==> src/rtl/serial_link_flit_splitter.sv <==
// serial_link_flit_splitter: TX data-link stage that accepts one wide protocol
// payload per handshake and emits it LSB-first as narrow flits, flagging the
// final flit of each payload. Back-to-back payloads run with no bubble.
// Optional macro SERIAL_LINK_SPLIT_SHORT_EN: trailing all-zero flits of a
// payload are dropped and the last flag asserts on the highest nonzero flit.
module serial_link_flit_splitter #(
  parameter int unsigned PayloadWidth = 128,
  parameter int unsigned FlitWidth    = 32,
  localparam int unsigned NumFlits    = (PayloadWidth + FlitWidth - 1) / FlitWidth,
  localparam int unsigned IdxWidth    = (NumFlits > 1) ? $clog2(NumFlits) : 1
) (
  input  logic                    clk_i,
  input  logic                    rst_i,
  input  logic                    payload_valid_i,
  output logic                    payload_ready_o,
  input  logic [PayloadWidth-1:0] payload_data_i,
  output logic                    flit_valid_o,
  input  logic                    flit_ready_i,
  output logic [FlitWidth-1:0]    flit_data_o,
  output logic                    flit_last_o,
  output logic [IdxWidth-1:0]     flit_idx_o,
  output logic                    busy_o
);

  localparam int unsigned PadWidth = NumFlits * FlitWidth;
  localparam logic [IdxWidth-1:0] LastIdxFull = IdxWidth'(NumFlits - 1);

  typedef enum logic {
    StIdle = 1'b0,
    StSend = 1'b1
  } state_e;

  state_e                state_q, state_d;
  logic [PadWidth-1:0]   pad_q, pad_d;
  logic [IdxWidth-1:0]   cnt_q, cnt_d;
  logic [IdxWidth-1:0]   last_idx_q, last_idx_d;
  logic                  last_q, last_d;

  logic [PadWidth-1:0]   pad_in;
  logic [PadWidth-1:0]   pad_shift;
  logic [IdxWidth-1:0]   new_last_idx;
  logic                  flit_fire;
  logic                  last_fire;
  logic                  accept;

  assign pad_in = PadWidth'(payload_data_i);

  // Payload register shifts down one flit per handshake; the low flit is on the wire.
  if (NumFlits > 1) begin : g_shift
    assign pad_shift = {FlitWidth'(0), pad_q[PadWidth-1:FlitWidth]};
  end else begin : g_noshift
    assign pad_shift = '0;
  end

`ifdef SERIAL_LINK_SPLIT_SHORT_EN
  // Highest flit index of the incoming payload that carries a nonzero bit.
  always_comb begin
    new_last_idx = '0;
    for (int unsigned i = 0; i < NumFlits; i++) begin
      if (|pad_in[i*FlitWidth +: FlitWidth]) begin
        new_last_idx = IdxWidth'(i);
      end
    end
  end
`else
  assign new_last_idx = LastIdxFull;
`endif

  // Handshake decode; ready reopens in the cycle the last flit is taken.
  assign flit_fire       = (state_q == StSend) && flit_ready_i;
  assign last_fire       = flit_fire && last_q;
  assign payload_ready_o = (state_q == StIdle) || last_fire;
  assign accept          = payload_valid_i && payload_ready_o;

  // Next-state: capture has priority, so a last-flit handshake can reload directly.
  always_comb begin
    state_d    = state_q;
    pad_d      = pad_q;
    cnt_d      = cnt_q;
    last_idx_d = last_idx_q;
    last_d     = last_q;
    if (accept) begin
      state_d    = StSend;
      pad_d      = pad_in;
      cnt_d      = '0;
      last_idx_d = new_last_idx;
      last_d     = (new_last_idx == '0);
    end else if (last_fire) begin
      state_d = StIdle;
      pad_d   = '0;
      cnt_d   = '0;
      last_d  = 1'b0;
    end else if (flit_fire) begin
      pad_d  = pad_shift;
      cnt_d  = cnt_q + IdxWidth'(1);
      last_d = ((cnt_q + IdxWidth'(1)) == last_idx_q);
    end
  end

  // State and datapath registers with synchronous reset.
  always_ff @(posedge clk_i) begin
    if (rst_i) begin
      state_q    <= StIdle;
      pad_q      <= '0;
      cnt_q      <= '0;
      last_idx_q <= LastIdxFull;
      last_q     <= 1'b0;
    end else begin
      state_q    <= state_d;
      pad_q      <= pad_d;
      cnt_q      <= cnt_d;
      last_idx_q <= last_idx_d;
      last_q     <= last_d;
    end
  end

  assign flit_valid_o = (state_q == StSend);
  assign busy_o       = (state_q == StSend);
  assign flit_data_o  = pad_q[FlitWidth-1:0];
  assign flit_last_o  = last_q;
  assign flit_idx_o   = cnt_q;

endmodule

==> config.mk <==
export PLATFORM = sky130hd
export DESIGN_NAME = serial_link_flit_splitter
export DESIGN_NICKNAME = d
export VERILOG_FILES = /design/src/rtl/serial_link_flit_splitter.sv
export SDC_FILE = /design/constraint.sdc
export NUM_CORES = 1
export LEC_CHECK = 0
export CAP_MARGIN = 15
export CORE_ASPECT_RATIO = 0.5
export CORE_MARGIN = 5
export CORE_UTILIZATION = 55
export CTS_CLUSTER_DIAMETER = 50
export DETAILED_ROUTE_END_ITERATION = 10
export PLACE_DENSITY = 0.86
export RECOVER_POWER = 25
export SLEW_MARGIN = 10
export SYNTH_ARGS = -nofsm -noshare
export SYNTH_HDL_FRONTEND = slang
export SYNTH_SLANG_ARGS = --single-unit
==> constraint.sdc <==
create_clock -name clk_i -period 2.6 [get_ports clk_i]
set_clock_uncertainty 0.2 [all_clocks]
set_input_delay 0.52 -clock clk_i [delete_from_list [all_inputs] [get_ports clk_i]]
set_output_delay 0.52 -clock clk_i [all_outputs]
set_load 0.02 [all_outputs]
# Yosys cells after proc, flatten, opt, wreduce, memory -nomap -nowiden
# Index checks and enable logic that the tools add are counted.
# word_totals
reg_bits	132
out_inout_bits	38
elab_cells	19
inputBits	132
# op_classes
n_bitwise	1
n_addsub	1
eq_ne	1
n_reduce_logical	7
muxes	5
# op_table
cell	n
$mux 128	3
$logic_and 1x1->1	3
$reduce_bool 3->1	1
$reduce_or 3->1	1
$add 2x1->2 const B	1
$eq 2x2->1 const B	1
$mux 1	2
$reduce_bool 2->1	1
$logic_or 1x1->1	1
$not 1->1	1

# Depth between registers and ports, before layout
# Gate-level depths: netlist of the first run.
# depth
ltp_word	5
depth_mapped	7
depth_no_buf	4

# Worst setup path before layout of the first run
# Ideal clock, no wire load.
# synth_timing
path_kind	input-to-reg
from	input port flit_ready_i
to	register pad_q[100]
t_required_ns	2.341
n_path_buf	3
setup_time_ns	0.059
stages	6
path_slack_ns	0.892
t_arrival_ns	1.449
path_cell_list	buf_6 and2_1 buf_6 a211oi_4 buf_6 a22o_1
# synth_via
elab_chain_len	5
elab_cells_between_ends	7
cone_classes	2 x mux; 5 x reduce/logical
# synth_rtl
element	line	text
start, declared	18	input logic flit_ready_i,
$logic_and 1x1->1 *	70	assign flit_fire = (state_q == StSend) && flit_ready_i;
$logic_and 1x1->1	71	assign last_fire = flit_fire && last_q;
$logic_or 1x1->1	72	assign payload_ready_o = (state_q == StIdle) || last_fire;
$logic_and 1x1->1	73	assign accept = payload_valid_i && payload_ready_o;
$reduce_bool 3->1 (no line) or $mux 128 (tied branches)	n/a	
end signal, assigned	110	pad_q <= pad_d;
end, declared	34	logic [PadWidth-1:0] pad_q, pad_d;
# Mark *: on every way between the ends. The rest lies on a longest branch, timed or not.
# A chain may end at the register's enable or synchronous reset.

# Worst setup path after layout of the first run
# layout_timing
from	register last_q (netlist: flit_last_o)
to	output port payload_ready_o
# layout_via
elab_chain_len	2
# layout_rtl
element	line	text
start, declared	37	logic last_q, last_d;
start signal, assigned	113	last_q <= last_d;
$logic_and 1x1->1	71	
$logic_or 1x1->1	72	
end, declared	15	output logic payload_ready_o,
# Every way passes these cells.

==> flow_metrics.tcl, run 1 <==
set metrics [dict create \
    status "complete, no violations" \
    ant_nets 0 \
    start_util_pct 56.9 \
    slowest_stage "clkdlybuf4s50_1" \
    num_vias 7365 \
    final_common_cell "clkdlybuf4s50_1" \
    hold_viol 0 \
    worstPathCellList "a21boi_2 > inv_1 > clkdlybuf4s50_1" \
    crit_path_max_incr_delay_ns 0.60 \
    die_w_um 179 \
    cts_resized 0 \
    gr-total-overflow 0 \
    cts_hold_buf 0 \
    timing.setup.tns_ns 0 \
    syn_inst 898 \
    cp_top_family "buffers and inverters" \
    period_needed_ns 2.52 \
    hold_ws_ns 0.259 \
    num_rows 30 \
    diodes 0 \
    fp.coreArea_um2 13700 \
    start_kind "flip-flop" \
    cts_inserted_buffers 17 \
    synthArstFlopShare_pct 0 \
    reg2reg_slack_ns 0.33 \
    die_area_um2 16900 \
    ys_ff_latch 132 \
    synth.distinct_cells 25 \
    synth_area_um2 7820 \
    cellPowerDensity_nw_per_um2 623 \
    power.leakage_uw 0.00386 \
    peakVddDrop_v 0.000390 \
    cap_violations 0 \
    tightest_slew_ns 1.32 \
    dp_slack_ns 0.224 \
    area_growth_pct 24.2 \
    grt_use_total_pct 25.7 \
    syn-num-nets 1031 \
    clk_pin_slew_ns 0.06 \
    cts.sinks 132 \
    hp-class "input port to flip-flop" \
    initialDrtViolationCount 1040 \
    arrival_ns 1.80 \
    grt_pass1_vias 6583 \
    cp-end-kind "output pin" \
    wire_per_inst_um 19.5 \
    port_buffers 169 \
    yosys_warnings 0 \
    synth-edff-count 0 \
    die_h_um 94.3 \
    postSynthAreaPerCell_um2 8.71 \
    relSlewSlack_pct 12.0 \
    grt_pass1_wl_um 35000 \
    path_buf_inv 2 \
    route.detailed.drc 0 \
    tritoncts "yes" \
    drive_above_1_share_pct 5.34 \
    critPathKind "flip-flop to output pin" \
    synth_ff_type "dfxtp_1" \
    drt-total-wl_um 22700 \
    dp_hpwl_um 14700 \
    clockBufferDepth 2 \
    cts_root_buf "clkbuf_16" \
    cts_max_level 4 \
    finalSetupViolations 0 \
    final.setup.worst_slack_ns 0.0816 \
    io_pins 170 \
    crit_path_max_fanout 35 \
    nets 1095 \
    fin_crit_sh_pct 96.9 \
    viasPerCell 6.32 \
    required_ns 1.88 \
    drt_pre_antenna_iters 5 \
    fmax_mhz 397 \
    gp_congestion 0.824 \
    antenna_found_initial 0 \
    ys_seq_area_share_pct 33.8 \
    final_cell_mix "clkdlybuf4s50_1 (166), dfxtp_1 (131), nand2_1 (100)" \
    grt_max_degree 194 \
    clk_latency_ns 0.41 \
    final_max_slew_viol_count 0 \
    post-cts-setup-buffers 0 \
    rsz0062_at_grt "no" \
]
-- through the flow --
step	std cells	instance area, um2	util, %	total power (uW)
6_report	1166	9720	70.8	6050
5_1_grt	1166	9720	70.8	6280
3_3_place_gp	1134	9110	66.3	3450
3_5_place_dp	1134	9110	66.3	3500
4_1_cts	1165	9740	70.9	6060
2_1_floorplan	898	7820	-	3080
-- cell usage after synthesis (2+ instances only) --
library cell,count,area (um2)
o311a_1,96,961
a31oi_1,96,601
a22o_1,32,280
dfxtp_1,132,2640
or3_1,2,12.5
nand3_1,96,480
a21oi_1,3,15.0
inv_1,2,7.51
buf_6,11,124
mux2i_1,96,961
nand2b_1,96,601
nor2_1,2,7.51
buf_1,10,37.5
buf_2,23,115
clkbuf_1,47,176
buf_4,46,345
nand2_1,100,375
-- cell type report --
cell class	count	area [um2]
Timing Repair Buffer	182	1820
Fill cell	1074	4020
Multi-Input combinational cell	626	4370
Clock buffer	17	425
Inverter	3	12.5
Sequential cell	132	2650
Clock inverter	14	204
Tap cell	192	240
-- power breakdown --
group | switching [uW] | total (uW) | leakage, uW | internal, uW
sequential | 143 | 2340 | 0.00109 | 2190
clock | 957 | 2570 | 0.000308 | 1620
combinational | 572 | 1140 | 0.00246 | 569
-- final timing paths --
check / start / depth (start not counted) / to
worst max-delay path: flit_last_o / 3 / payload_ready_o
worst max register to register: busy_o / 4 / pad_q[106]
worst min register to register: pad_q[111] / 1 / pad_q[111]
worst min-delay path: flit_ready_i / 2 / pad_q[91]
-- flip-flops by register name, indices dropped and copies added (netlist names) --
register and flops:
busy_o 1, flit_idx_o 2, flit_last_o 1, pad_q 128
-- layer usage --
metal	vias up	track usage [%]	share of wire, %
met5	-	0	0
met2	364	36.1	43
li1	3486	-	-
met3	32	4.44	8.8
met1	3483	39.7	47
met4	0	7.79	1.8
-- cell families (layout without fill, tap and decap cells) --
logic type | after synthesis | count (layout) | synth area share [%]
buffers and inverters | 140 | 216 | 10.3
and+or+nand+nor | 299 | 299 | 19.2
muxes | 96 | 96 | 12.3
DFF | 132 | 132 | 33.8
AOI/OAI and AO/OA | 230 | 230 | 24.2
adders and majority gates | 1 | 1 | 0.160
(Power assumes the default switching activity.)
==> run 2, diff against run 1 <==
ABC_CLOCK_PERIOD_IN_PS = 2600   (was default)
==> results of run 2 <==
Same layout as run 1: the final DEF is identical, and so are final timing and power.
==> run 3, diff against run 2 <==
CORE_MARGIN = default   (was 5)
SLEW_MARGIN = 25   (was 10)
==> run 3 against run 2 <==
Net effect:
- combinational power barely moved
- critical endpoint unchanged
- highest routed layer unchanged
- clock power fell by 5%
- die area fell by 13%
- flip-flop and latch count did not move
- cell area rose by 0.27%
- largest cell class unchanged
- non-clock buffer count rose by 3
- largest power group unchanged
==> flow_metrics.tcl, run 3 (synthesis results as in run 1) <==
set metrics [dict create \
    rsz0062_at_grt "no" \
    cts.sinks 132 \
    clk_latency_ns 0.42 \
    gp_congestion 0.817 \
    path_buf_inv 2 \
    tritoncts "yes" \
    fmax_mhz 411 \
    clockBufferDepth 2 \
    cts_inserted_buffers 17 \
    cp_top_family "buffers and inverters" \
    num_vias 7507 \
    drt-total-wl_um 22800 \
    cap_violations 0 \
    cp-end-kind "output pin" \
    diodes 0 \
    cellPowerDensity_nw_per_um2 610 \
    initialDrtViolationCount 968 \
    fin_crit_sh_pct 93.6 \
    status "complete, no violations" \
    antenna_found_initial 0 \
    crit_path_max_fanout 6 \
    cts_max_level 4 \
    die_w_um 171 \
    area_growth_pct 24.6 \
    grt_max_degree 161 \
    critPathKind "flip-flop to output pin" \
    start_util_pct 57.1 \
    dp_hpwl_um 14200 \
    final_max_slew_viol_count 0 \
    largest_register_ffs 128 \
    required_ns 1.88 \
    crit_path_max_incr_delay_ns 0.54 \
    gr-total-overflow 0 \
    tightest_slew_ns 1.35 \
    start_kind "flip-flop" \
    hold_ws_ns 0.280 \
    grt_use_total_pct 30.3 \
    final_common_cell "clkdlybuf4s50_1" \
    finalSetupViolations 0 \
    arrival_ns 1.71 \
    final_cell_mix "clkdlybuf4s50_1 (166), dfxtp_1 (130), nand2_1 (100)" \
    grt_pass1_wl_um 35200 \
    largest-register "pad_q" \
    viasPerCell 6.42 \
    cts_root_buf "clkbuf_16" \
    power.leakage_uw 0.00387 \
    drive_above_1_share_pct 5.73 \
    grt_pass1_vias 6859 \
    peakVddDrop_v 0.000424 \
    timing.setup.tns_ns 0 \
    nFillCells 1039 \
    ant_nets 0 \
    hold_viol 0 \
    final_util_pct 71.1 \
    wire_per_inst_um 19.5 \
    period_needed_ns 2.43 \
    route.detailed.drc 0 \
    drt_pre_antenna_iters 6 \
    num_rows 30 \
    port_buffers 169 \
    fp.coreArea_um2 13700 \
    final_cells 1170 \
    die_area_um2 14700 \
    place_inst 1138 \
    nets 1098 \
    io_pins 170 \
    slowest_stage "clkdlybuf4s50_1" \
    die_h_um 86.3 \
    hp-class "flip-flop to flip-flop" \
    worstPathCellList "a21boi_2 > inv_1 > clkdlybuf4s50_1" \
    clk_pin_slew_ns 0.07 \
    relSlewSlack_pct 10.2 \
]
run 3: changes by cell type in the layout (fill, tap and decap cells not counted), sizes merged:
cell	delta
inv	+5
buf	+2
bufinv	-2
clkinv	-2
clkbuf	+1
run 3: area by class of cell:
type	count	area, um2	share of cell area (%)
multi-input combinational	626	4370	44.8
sequential	132	2650	27.2
timing repair buffer	185	1880	19.3
clock buffer	17	425	4.36
tap	192	240	2.46
clock inverter	15	170	1.75
inverter	3	16.3	0.167
run 3: path summary, 6_finish.rpt:
kind / endpoint / slack [ns] / depth (start not counted) / start
setup / recovery: payload_ready_o / 0.17 / 3 / busy_o
hold / removal: pad_q[106] / 0.28 / 1 / pad_q[106]
setup reg to reg: pad_q[75] / 0.21 / 4 / flit_last_o
hold reg to reg: pad_q[106] / 0.28 / 1 / pad_q[106]
run 3: worst register-to-register path, stage by stage (launching register included):
cell and delay, ns:
dfxtp_4 0.38, buf_4 0.96, nand3_1 0.32, a31oi_1 0.29, o311a_1 0.19
run 3: stage by stage:
step / cell area, um2 / setup WS, ns / total power, uW
after floorplan: 7820 / 0.892 / 3080
after global placement: 9180 / 0.362 / 3460
after detailed placement: 9180 / 0.364 / 3510
after CTS: 9780 / 0.0488 / 5930
after global routing: 9750 / 0.0709 / 6140
final: 9750 / 0.167 / 5940
run 3: where the power goes:
group          internal, uW  switching [uW]
clock network          1440            1010
logic                   576             572
registers              2190             153
total                  4210            1730
run 3: metal layers:
metal / up-vias / routed length, um / GRT usage [%]
li1: 3486 / - / -
met1: 3596 / 10600 / 44.5
met2: 381 / 9810 / 44.9
met3: 44 / 1960 / 4.89
met4: 0 / 438 / 10.2
met5: - / 0 / 0
run 3: repair_timing:
item,CTS,global route
hold buffers,0,0
setup endpoints to repair,0,1
setup buffers,0,0
resized for setup,0,1
